==> src/rtl/tmds_channel_encoder.sv <==
// Multi-lane TMDS encoder: control, DC-balanced video, TERC4 and guard bands.
// Two-stage pipeline with one running-disparity counter per lane.
//
// Ports:
//   clk_i    pixel clock
//   rst_n_i  asynchronous active-low reset
//   mode_i   0 ctrl, 1 video, 2 TERC4, 3 video guard, 4 data guard, 5-7 ctrl
//   data_i   8 bits per lane, video byte
//   ctrl_i   2 bits per lane, {c1,c0}
//   terc4_i  4 bits per lane, TERC4 nibble
//   data_o   10 bits per lane, encoded symbol (bit 9 sent last)
//   disp_o   CNT_W bits per lane, signed running disparity after data_o
module tmds_channel_encoder #(
    parameter int CHANNELS = 3,
    parameter int CNT_W    = 5
) (
    input  logic                      clk_i,
    input  logic                      rst_n_i,
    input  logic [2:0]                mode_i,
    input  logic [8*CHANNELS-1:0]     data_i,
    input  logic [2*CHANNELS-1:0]     ctrl_i,
    input  logic [4*CHANNELS-1:0]     terc4_i,
    output logic [10*CHANNELS-1:0]    data_o,
    output logic [CNT_W*CHANNELS-1:0] disp_o
);

    localparam logic [2:0] MODE_CTRL   = 3'd0;
    localparam logic [2:0] MODE_VIDEO  = 3'd1;
    localparam logic [2:0] MODE_TERC4  = 3'd2;
    localparam logic [2:0] MODE_VGUARD = 3'd3;
    localparam logic [2:0] MODE_DGUARD = 3'd4;

    localparam logic [9:0] CTRL_00  = 10'b1101010100;
    localparam logic [9:0] CTRL_01  = 10'b0010101011;
    localparam logic [9:0] CTRL_10  = 10'b0101010100;
    localparam logic [9:0] CTRL_11  = 10'b1010101011;
    localparam logic [9:0] GUARD_HI = 10'b1011001100;
    localparam logic [9:0] GUARD_LO = 10'b0100110011;

    localparam logic signed [CNT_W-1:0] EIGHT = CNT_W'(8);
    localparam logic signed [CNT_W-1:0] TWO   = CNT_W'(2);

    function automatic logic [3:0] ones8(input logic [7:0] v);
        logic [3:0] n;
        n = '0;
        for (int i = 0; i < 8; i++) begin
            n = n + {3'b000, v[i]};
        end
        return n;
    endfunction

    // Transition-minimising stage; bit 8 records XOR (1) vs XNOR (0).
    function automatic logic [8:0] qm_of(input logic [7:0] b);
        logic [8:0] q;
        logic [3:0] n;
        logic       use_xnor;
        n        = ones8(b);
        use_xnor = (n > 4'd4) || ((n == 4'd4) && !b[0]);
        q[0]     = b[0];
        for (int i = 1; i < 8; i++) begin
            q[i] = use_xnor ? ~(q[i-1] ^ b[i]) : (q[i-1] ^ b[i]);
        end
        q[8] = ~use_xnor;
        return q;
    endfunction

    function automatic logic [9:0] ctrl_code(input logic [1:0] c);
        logic [9:0] s;
        case (c)
            2'b00:   s = CTRL_00;
            2'b01:   s = CTRL_01;
            2'b10:   s = CTRL_10;
            default: s = CTRL_11;
        endcase
        return s;
    endfunction

    function automatic logic [9:0] terc4_code(input logic [3:0] nib);
        logic [9:0] s;
        case (nib)
            4'h0:    s = 10'b1010011100;
            4'h1:    s = 10'b1001100011;
            4'h2:    s = 10'b1011100100;
            4'h3:    s = 10'b1011100010;
            4'h4:    s = 10'b0101110001;
            4'h5:    s = 10'b0100011110;
            4'h6:    s = 10'b0110001110;
            4'h7:    s = 10'b0100111100;
            4'h8:    s = 10'b1011001100;
            4'h9:    s = 10'b0100111001;
            4'hA:    s = 10'b0110011100;
            4'hB:    s = 10'b1011000110;
            4'hC:    s = 10'b1010001110;
            4'hD:    s = 10'b1001110001;
            4'hE:    s = 10'b0101100011;
            default: s = 10'b1011000011;
        endcase
        return s;
    endfunction

    // DC-balance stage: returns {symbol, next disparity}.
    function automatic logic [10+CNT_W-1:0] video_enc(
        input logic [8:0]              qm,
        input logic [3:0]              n1,
        input logic signed [CNT_W-1:0] cnt
    );
        logic signed [CNT_W-1:0] d;
        logic signed [CNT_W-1:0] q8x2;
        logic signed [CNT_W-1:0] nq8x2;
        logic signed [CNT_W-1:0] nxt;
        logic [9:0]              sym;
        d     = $signed(CNT_W'({n1, 1'b0})) - EIGHT;
        q8x2  = qm[8] ? TWO : '0;
        nq8x2 = qm[8] ? '0 : TWO;
        if ((cnt == '0) || (d == '0)) begin
            if (qm[8]) begin
                sym = {2'b01, qm[7:0]};
                nxt = cnt + d;
            end else begin
                sym = {2'b10, ~qm[7:0]};
                nxt = cnt - d;
            end
        end else if (cnt[CNT_W-1] == d[CNT_W-1]) begin
            // Disparity would grow further: invert the payload.
            sym = {1'b1, qm[8], ~qm[7:0]};
            nxt = cnt + q8x2 - d;
        end else begin
            sym = {1'b0, qm[8], qm[7:0]};
            nxt = cnt - nq8x2 + d;
        end
        return {sym, nxt};
    endfunction

    logic [2:0]                s1_mode;
    logic [2*CHANNELS-1:0]     s1_ctrl;
    logic [4*CHANNELS-1:0]     s1_terc4;
    logic [9*CHANNELS-1:0]     s1_qm;
    logic [4*CHANNELS-1:0]     s1_n1;
    logic [9*CHANNELS-1:0]     qm_d;
    logic [4*CHANNELS-1:0]     n1_d;
    logic [10*CHANNELS-1:0]    sym_d;
    logic [CNT_W*CHANNELS-1:0] cnt_d;
    logic [CNT_W*CHANNELS-1:0] cnt_q;

    always_comb begin
        qm_d = '0;
        n1_d = '0;
        for (int k = 0; k < CHANNELS; k++) begin
            qm_d[k*9 +: 9] = qm_of(data_i[k*8 +: 8]);
            n1_d[k*4 +: 4] = ones8(qm_d[k*9 +: 8]);
        end
    end

    always_comb begin
        sym_d = '0;
        cnt_d = '0;
        for (int k = 0; k < CHANNELS; k++) begin
            case (s1_mode)
                MODE_VIDEO: begin
                    {sym_d[k*10 +: 10], cnt_d[k*CNT_W +: CNT_W]} =
                        video_enc(s1_qm[k*9 +: 9], s1_n1[k*4 +: 4],
                                  $signed(cnt_q[k*CNT_W +: CNT_W]));
                end
                MODE_TERC4: begin
                    sym_d[k*10 +: 10] = terc4_code(s1_terc4[k*4 +: 4]);
                end
                MODE_VGUARD: begin
                    sym_d[k*10 +: 10] = (k % 3 == 1) ? GUARD_LO : GUARD_HI;
                end
                MODE_DGUARD: begin
                    sym_d[k*10 +: 10] = (k % 3 == 0) ?
                        terc4_code(s1_terc4[k*4 +: 4]) : GUARD_LO;
                end
                default: begin
                    sym_d[k*10 +: 10] = ctrl_code(s1_ctrl[k*2 +: 2]);
                end
            endcase
        end
    end

    always_ff @(posedge clk_i or negedge rst_n_i) begin
        if (!rst_n_i) begin
            s1_mode  <= MODE_CTRL;
            s1_ctrl  <= '0;
            s1_terc4 <= '0;
            s1_qm    <= '0;
            s1_n1    <= '0;
        end else begin
            s1_mode  <= mode_i;
            s1_ctrl  <= ctrl_i;
            s1_terc4 <= terc4_i;
            s1_qm    <= qm_d;
            s1_n1    <= n1_d;
        end
    end

    always_ff @(posedge clk_i or negedge rst_n_i) begin
        if (!rst_n_i) begin
            data_o <= {CHANNELS{CTRL_00}};
            cnt_q  <= '0;
        end else begin
            data_o <= sym_d;
            cnt_q  <= cnt_d;
        end
    end

    assign disp_o = cnt_q;

endmodule
==> config.mk <==
export PLATFORM = sky130hd
export DESIGN_NAME = tmds_channel_encoder
export DESIGN_NICKNAME = d
export VERILOG_FILES = /design/src/rtl/tmds_channel_encoder.sv
export SDC_FILE = /design/constraint.sdc
export NUM_CORES = 1
export LEC_CHECK = 0
export ABC_AREA = 1
export BUFFER_PORTS_ARGS = -buffer_cell sky130_fd_sc_hd__buf_2
export CORE_MARGIN = 2
export CORE_UTILIZATION = 55
export CTS_BUF_LIST = sky130_fd_sc_hd__clkbuf_4 sky130_fd_sc_hd__clkbuf_8
export DETAILED_ROUTE_END_ITERATION = 12
export PLACE_DENSITY = 0.77
export SKIP_LAST_GASP = 1
export SLEW_MARGIN = 15
export SYNTH_ARGS = -nofsm -noshare
export SYNTH_HDL_FRONTEND = slang
export SYNTH_SLANG_ARGS = --single-unit
==> constraint.sdc <==
create_clock -name clk_i -period 2.3 [get_ports clk_i]
set_input_delay 0.46 -clock clk_i [delete_from_list [all_inputs] [get_ports clk_i]]
set_output_delay 0.46 -clock clk_i [all_outputs]
set_load 0.01 [all_outputs]
======== Yosys cells after proc, flatten, opt, wreduce, memory -nomap -nowiden ========
Memory sizes are Yosys's and may differ from the RTL's.
Cells that the tools add are included.
operators by class
  add/sub/neg operators ................... 63
  magnitude comparators ................... 3
  equal/unequal tests ..................... 16
  mux-type cells .......................... 54
  bitwise gates (word level) .............. 48
  reductions and logical operators ........ 22
operators by type and width
  kind                 count
  $pmux 10 s3          4
  $add 4x1->4          24
  $mux 10              9
  $pmux 10 s4          2
  $mux 5               12
  $add 5x5->5          6
  $logic_not 5->1      6
  $sub 5x5->5          6
  $add 3x1->4          6
  $not 1->1            24
  $not 8->8            3
  $mux 1               21
  $xor 1x1->1          21
  $add 2x1->3          6
  $add 5x3->5          3
  $sub 5x3->5          3
  $sub 5x5->5 const B  3
  $add 1x1->2          6
  $eq 4x3->1 const B   3
  $gt 4x3->1 const B   3
  $mux 2               6
  $eq 2x1->1 const B   3
  $eq 2x2->1 const B   3
  $eq 3x2->1 const B   2
  other kinds (8)      21
word-level totals
  flip-flop bits (word level) ............. 105
  memory bits (read-only) ................. 640
  input port bits ......................... 47
  output and inout port bits .............. 45
  word-level logic and storage cells ...... 217
  memories ................................ 4
memories
  name              depth  width  read ports  clocked after Yosys merged registers in  write ports  line  RTL
  (name not given)  16     10     1           0                                        0            80    case (nib)
  (name not given)  16     10     1           0                                        0            80
  (name not given)  16     10     1           0                                        0            80
  (name not given)  16     10     1           0                                        0            80

======== Depth between registers and ports, before layout ========
  depth in word-level cells ............... 30
  depth in mapped cells ................... 30
  depth with buffers taken out ............ 30

======== Least setup slack after synthesis ========
OpenSTA, ideal clock, no wires.
  path type ............................... in2reg
  from .................................... in data_i[0]
  to ...................................... reg s1_n1[2]
  setup time .............................. 123 ps
  arrival time ............................ 5,348 ps
  data required time ...................... 2,177 ps
  path slack .............................. -3,171 ps
  stages on the path ...................... 24
  path buffers ............................ 0
  cells stage by stage .................... inv_1 > fa_1 > fa_1 > fa_1 > inv_1 > ha_1 > fa_1 > nor2_1 > nand2_1 > nand2_1 > nand2_1 > xnor2_1 > inv_1 > fa_1 > inv_1 > nand3_1 > nand2_1 > inv_1 > ha_1 > fa_1 > ha_1 > inv_1 > fa_1 > xnor2_1
on the way
  longest elaborated chain between the ends .. 30
  elaborated cells on any way between the ends .. 40
  classes of those cells .................. 14 x add/sub; 1 x order compare; 1 x eq/ne; 7 x mux; 14 x bitwise; 3 x reduce/logical
RTL lines
  item                                                                  line  RTL
  from (decl)                                                           20    input logic [8*CHANNELS-1:0] data_i,
  parallel branches: the longest is 16 deep, another holds $add 3x1->4  -
  $mux 1 *                                                              61    q[i] = use_xnor ? ~(q[i-1] ^ b[i]) : (q[i-1] ^ b[i]);
  via qm_d[3]                                                           139   logic [9*CHANNELS-1:0] qm_d;
  parallel branches: the longest is 12 deep, another holds $add 3x1->4  -
  $add 4x1->4 *                                                         47    n = n + {3'b000, v[i]};
  via n1_d[2]                                                           140   logic [4*CHANNELS-1:0] n1_d;
  to (signal assigned)                                                  193   s1_n1 <= n1_d;
  to (decl)                                                             138   logic [4*CHANNELS-1:0] s1_n1;
Mark *: on every way through the listed nets, which the timed path passes.

======== Worst setup path after layout ========
  from .................................... in data_i[17]
  to ...................................... reg s1_n1[9]
on the way
  longest elaborated chain between the ends .. 30
  elaborated cells on any way between the ends .. 39
  classes of those cells .................. 14 x add/sub; 1 x order compare; 1 x eq/ne; 7 x mux; 14 x bitwise; 2 x reduce/logical
RTL lines
  item                                                                  line
  parallel branches: the longest is 10 deep, another holds $add 3x1->4  -
  $mux 1 *                                                              61
  via qm_d[19]                                                          139
  parallel branches: the longest is 18 deep, another holds $add 3x1->4  -
  $add 4x1->4 *                                                         47
  via n1_d[9]                                                           140
Marked as above.

==> impl_metrics.csv <==
group,metric,value,unit
grt,grt_pass1_wl,31600,um
clocking,cts_made_buffers,9,
timing,period_share,2.40,
logic_synthesis,synth-seq-cells,102,
route,drt_wl_total,21000,um
clocking,htreeDepth,3,
pwr,ir_drop,0.666,mV
timing,finalClockSkew,0.0124,ns
route,routedWlPerCell,15.7,um
timing,drv_slew,0,
clocking,clock_path_buffers,2,
worst_setup_path,r2r-end,"disp_o[9]$_DFF_PN0_",
worst_setup_path,cp.depth,25,
floorplan,ios,92,
timing,max_freq,0.181,GHz
job,cap_violations,0,
outcome,failed_checks,"setup timing",
timing,finalSetupViolCount,30,
layout,fin_area,10600,sq um
grt,grt_pass1_vias,6842,
worst_setup_path,crit_family,"adder cells",
clocking,clock_latency,0.39,ns
worst_setup_path,critPathArrivalTime,5.81,ns
worst_setup_path,worstSetupStartpointType,"input pin",
worst_setup_path,crit_start,"data_i[17]",
logic_synthesis,syn_area,7890,sq um
worst_setup_path,r2r_start,"s1_n1[4]$_DFF_PN0_",
place,port_buffers,88,
worst_setup_path,cp_data_required_time,2.60,ns
timing,relSlewSlack,0.404,
floorplan,core_area,13900,sq um
timing,hold_viol,0,
timing,rsz0062_at_grt,"true",
clocking,cts.sinks,102,
floorplan,num_rows,43,
clocking,cts_tree,"done",
route,antenna_left,0,
logic_synthesis,seq_area_frac_synth,0.326,
worst_setup_path,worstPathMaxFanout,3,
logic_synthesis,yosysWarnings,0,
worst_setup_path,rrSetupSlack,0.08,ns
worst_setup_path,max_stage_delay,0.60,ns
clocking,cts_root_buf,"clkbuf_8",
pwr,power,0.0143,W
worst_setup_path,r2r.worst_path.cells,10,
route,drt_pass1_iterations,8,
layout,area_growth,33.9,%
floorplan,fp.dieH,124,um
pwr,p_leak,5.55,nW
route,via_per_inst,5.32,
layout,diodes,0,
hold_path,hold_class,"in -> reg",
pwr,p_per_area,1350,nW/um^2
floorplan,die_w,124,um
worst_setup_path,critPathMostFrequentCell,"fa_1",
grt,antenna_found_initial,0,
route,drc,0,
clocking,clkSlewWorstSetupHoldPaths,0.11,ns
worst_setup_path,end_kind,"flop",
floorplan,start_util,0.566,
place,place_congestion,0.932,
place,post_dp_cell_area,9480,sq um
timing,holdWs,0.163,ns
timing,fin_ws,-3.22,ns
outcome,status,"complete, but fails checks",
route,num_vias,7134,
logic_synthesis,syn_inst,932,
timing,fin_crit,5.52,ns
grt,grt_max_degree,38,
timing,tightest_slew,0.892,ns
route,drt_iter0_drc,630,
worst_setup_path,critPathBufInv,8,
worst_setup_path,crit_end,"s1_n1[9]$_DFF_PN0_",
floorplan,die-area,15300,sq um
layout,fillers,936,
layout,drive_gt1_frac,0.342,
grt,grtUsageTotal,0.267,
worst_setup_path,crit_type,"in -> reg",
layout,fin_nets,1337,
logic_synthesis,avgSynthCellArea,8.47,sq um
grt,grt_remaining_overflow,0,
logic_synthesis,ys_types,41,
worst_setup_path,cp_slowest_cell,"fa_1",
place,dp_hpwl,14600,um
metrics by stage:
| step | setup TNS [ns] | cells | utilization | setup slack (ns) |
|---|---|---|---|---|
| after floorplan | -52.70 | 934 | - | -3.09 |
| after global placement | -61.83 | 1291 | 0.680 | -3.33 |
| after detailed placement | -66.55 | 1291 | 0.680 | -3.53 |
| after CTS | -52.77 | 1327 | 0.726 | -3.01 |
| after global routing | -59.55 | 1340 | 0.758 | -3.39 |
| final | -55.23 | 1340 | 0.758 | -3.22 |
how the worst min path moves through the flow:
| stage | from | endpoint | slack (ns) | cells past startpoint |
|---|---|---|---|---|
| 4_1_cts | mode_i[0] | s1_mode[0]$_DFF_PN0_ | 0.15 | 1 |
| 3_3_place_gp | rst_n_i | s1_ctrl[1]$_DFF_PN0_ | 0.42 | 1 |
| 2_1_floorplan | rst_n_i | data_o[0]$_DFF_PN0_ | 0.16 | 0 |
| 5_1_grt | terc4_i[5] | s1_terc4[5]$_DFF_PN0_ | 0.15 | 1 |
| 6_report | mode_i[0] | s1_mode[0]$_DFF_PN0_ | 0.16 | 1 |
| 3_5_place_dp | rst_n_i | s1_ctrl[0]$_DFF_PN0_ | 0.43 | 1 |
registers in the layout, summed over array words and instances, names as in the netlist:
| signal | cells |
|---|---|
| s1_mode | 3 |
| s1_qm | 27 |
| s1_terc4 | 12 |
| disp_o | 12 |
| s1_n1 | 12 |
| s1_ctrl | 6 |
| data_o | 30 |
report_power, final:
part / leakage [nW] / switching (W) / total [W] / internal (W)
combinational: 4.23 / 0.00558 / 0.0104 / 0.00486
clock: 0.111 / 0.000679 / 0.00123 / 0.000552
sequential: 1.21 / 0.000315 / 0.00263 / 0.00232
what timing repair did:
item,4_1_cts,5_1_grt
hold buffers,1,0
gates resized for setup,65,88
pin swaps,40,48
hold endpoints to repair,8,0
setup endpoints to repair,31,36
setup buffers,23,22
worst reg2reg max path, stage by stage, from the launching register on:
cell and delay (ns):
dfrtp_1 0.43, inv_1 0.18, fa_2 0.51, inv_1 0.14
nor2_1 0.08, a211oi_1 0.19, inv_1 0.09, a21oi_1 0.13
o21ai_0 0.11, a21oi_1 0.15, nor3_1 0.06
layout by cell type, fill, tap and decap left out, types with 11 or more instances in the layout:
cell / synthesis / layout
xor2_1: 18 / 11
nand3_1: 69 / 52
buf_4: 3 / 112
inv_1: 172 / 144
ha_4: 0 / 11
fa_1: 37 / 29
ha_1: 98 / 86
or2_2: 11 / 11
a21oi_1: 38 / 38
o211ai_1: 14 / 14
nand3_2: 0 / 13
dfrtp_1: 87 / 87
nand2_2: 3 / 13
nand2_4: 0 / 22
inv_2: 4 / 22
xnor2_1: 18 / 15
nor2_1: 56 / 56
dfstp_2: 15 / 15
o21ai_0: 49 / 48
nand2_1: 154 / 122
buf_2: 3 / 79
buf_6: 0 / 28
layout make-up:
type	instances	area, sq um	area share
inverters	180	716	0.0678
clock buffers	10	138	0.0130
multi-input cells	636	5180	0.490
flip-flops and latches	102	2570	0.243
clock inverters	6	75.1	0.00711
well taps	180	225	0.0213
repair buffers	226	1660	0.157
synth_stat cells:
| master | instances | share of area |
|---|---|---|
| a211o_1 | 1 | 0.0011 |
| a211oi_1 | 9 | 0.0086 |
| a21o_1 | 3 | 0.0029 |
| a21oi_1 | 38 | 0.024 |
| a221o_1 | 1 | 0.0013 |
| a221oi_1 | 3 | 0.0033 |
| a31oi_1 | 3 | 0.0024 |
| buf_1 | 1 | 0.00048 |
| buf_2 | 3 | 0.0019 |
| buf_4 | 3 | 0.0029 |
| clkbuf_1 | 9 | 0.0043 |
| clkinv_1 | 4 | 0.0019 |
| conb_1 | 1 | 0.00048 |
| dfrtp_1 | 87 | 0.28 |
| dfstp_2 | 15 | 0.050 |
| fa_1 | 37 | 0.094 |
| ha_1 | 98 | 0.16 |
| inv_1 | 172 | 0.082 |
| inv_2 | 4 | 0.0019 |
| nand2_1 | 154 | 0.073 |
| nand2_2 | 3 | 0.0024 |
| nand3_1 | 69 | 0.044 |
| nand4_1 | 10 | 0.0079 |
| nor2_1 | 56 | 0.027 |
| nor3_1 | 6 | 0.0038 |
| nor3_2 | 1 | 0.0013 |
| o2111ai_1 | 5 | 0.0056 |
| o211ai_1 | 14 | 0.013 |
| o21ai_0 | 49 | 0.031 |
| o21ai_2 | 5 | 0.0056 |
| o21ai_4 | 1 | 0.0021 |
| o221ai_1 | 4 | 0.0044 |
| o22ai_1 | 3 | 0.0024 |
| o311ai_1 | 1 | 0.0011 |
| o31ai_1 | 2 | 0.0019 |
| or2_0 | 5 | 0.0040 |
| or2_1 | 3 | 0.0024 |
| or2_2 | 11 | 0.0087 |
| xnor2_1 | 18 | 0.020 |
| xor2_1 | 18 | 0.020 |
| xor2_2 | 2 | 0.0041 |
kinds of logic (layout without fill, tap and decap cells):
kind of cell,count (synthesis),count (layout),share of synthesized area
simple gates,318,318,0.174
buf+inv,196,422,0.0951
compound gates,142,142,0.111
fa+ha+maj,135,135,0.249
flops,102,102,0.326
xor+xnor,38,38,0.0441
other cells,1,3,0.000475
metal layers:
layer  vias to the layer above  track usage  part of all wire  routed length, um
li1                       3413            -                 -                  -
met4                         0        0.104             0.025                532
met2                       258        0.454              0.51              10800
met1                      3417        0.348              0.42               8720
met5                         -            0                 0                  0
met3                        46       0.0357             0.046                974
Power figures use the tool's default switching activity.
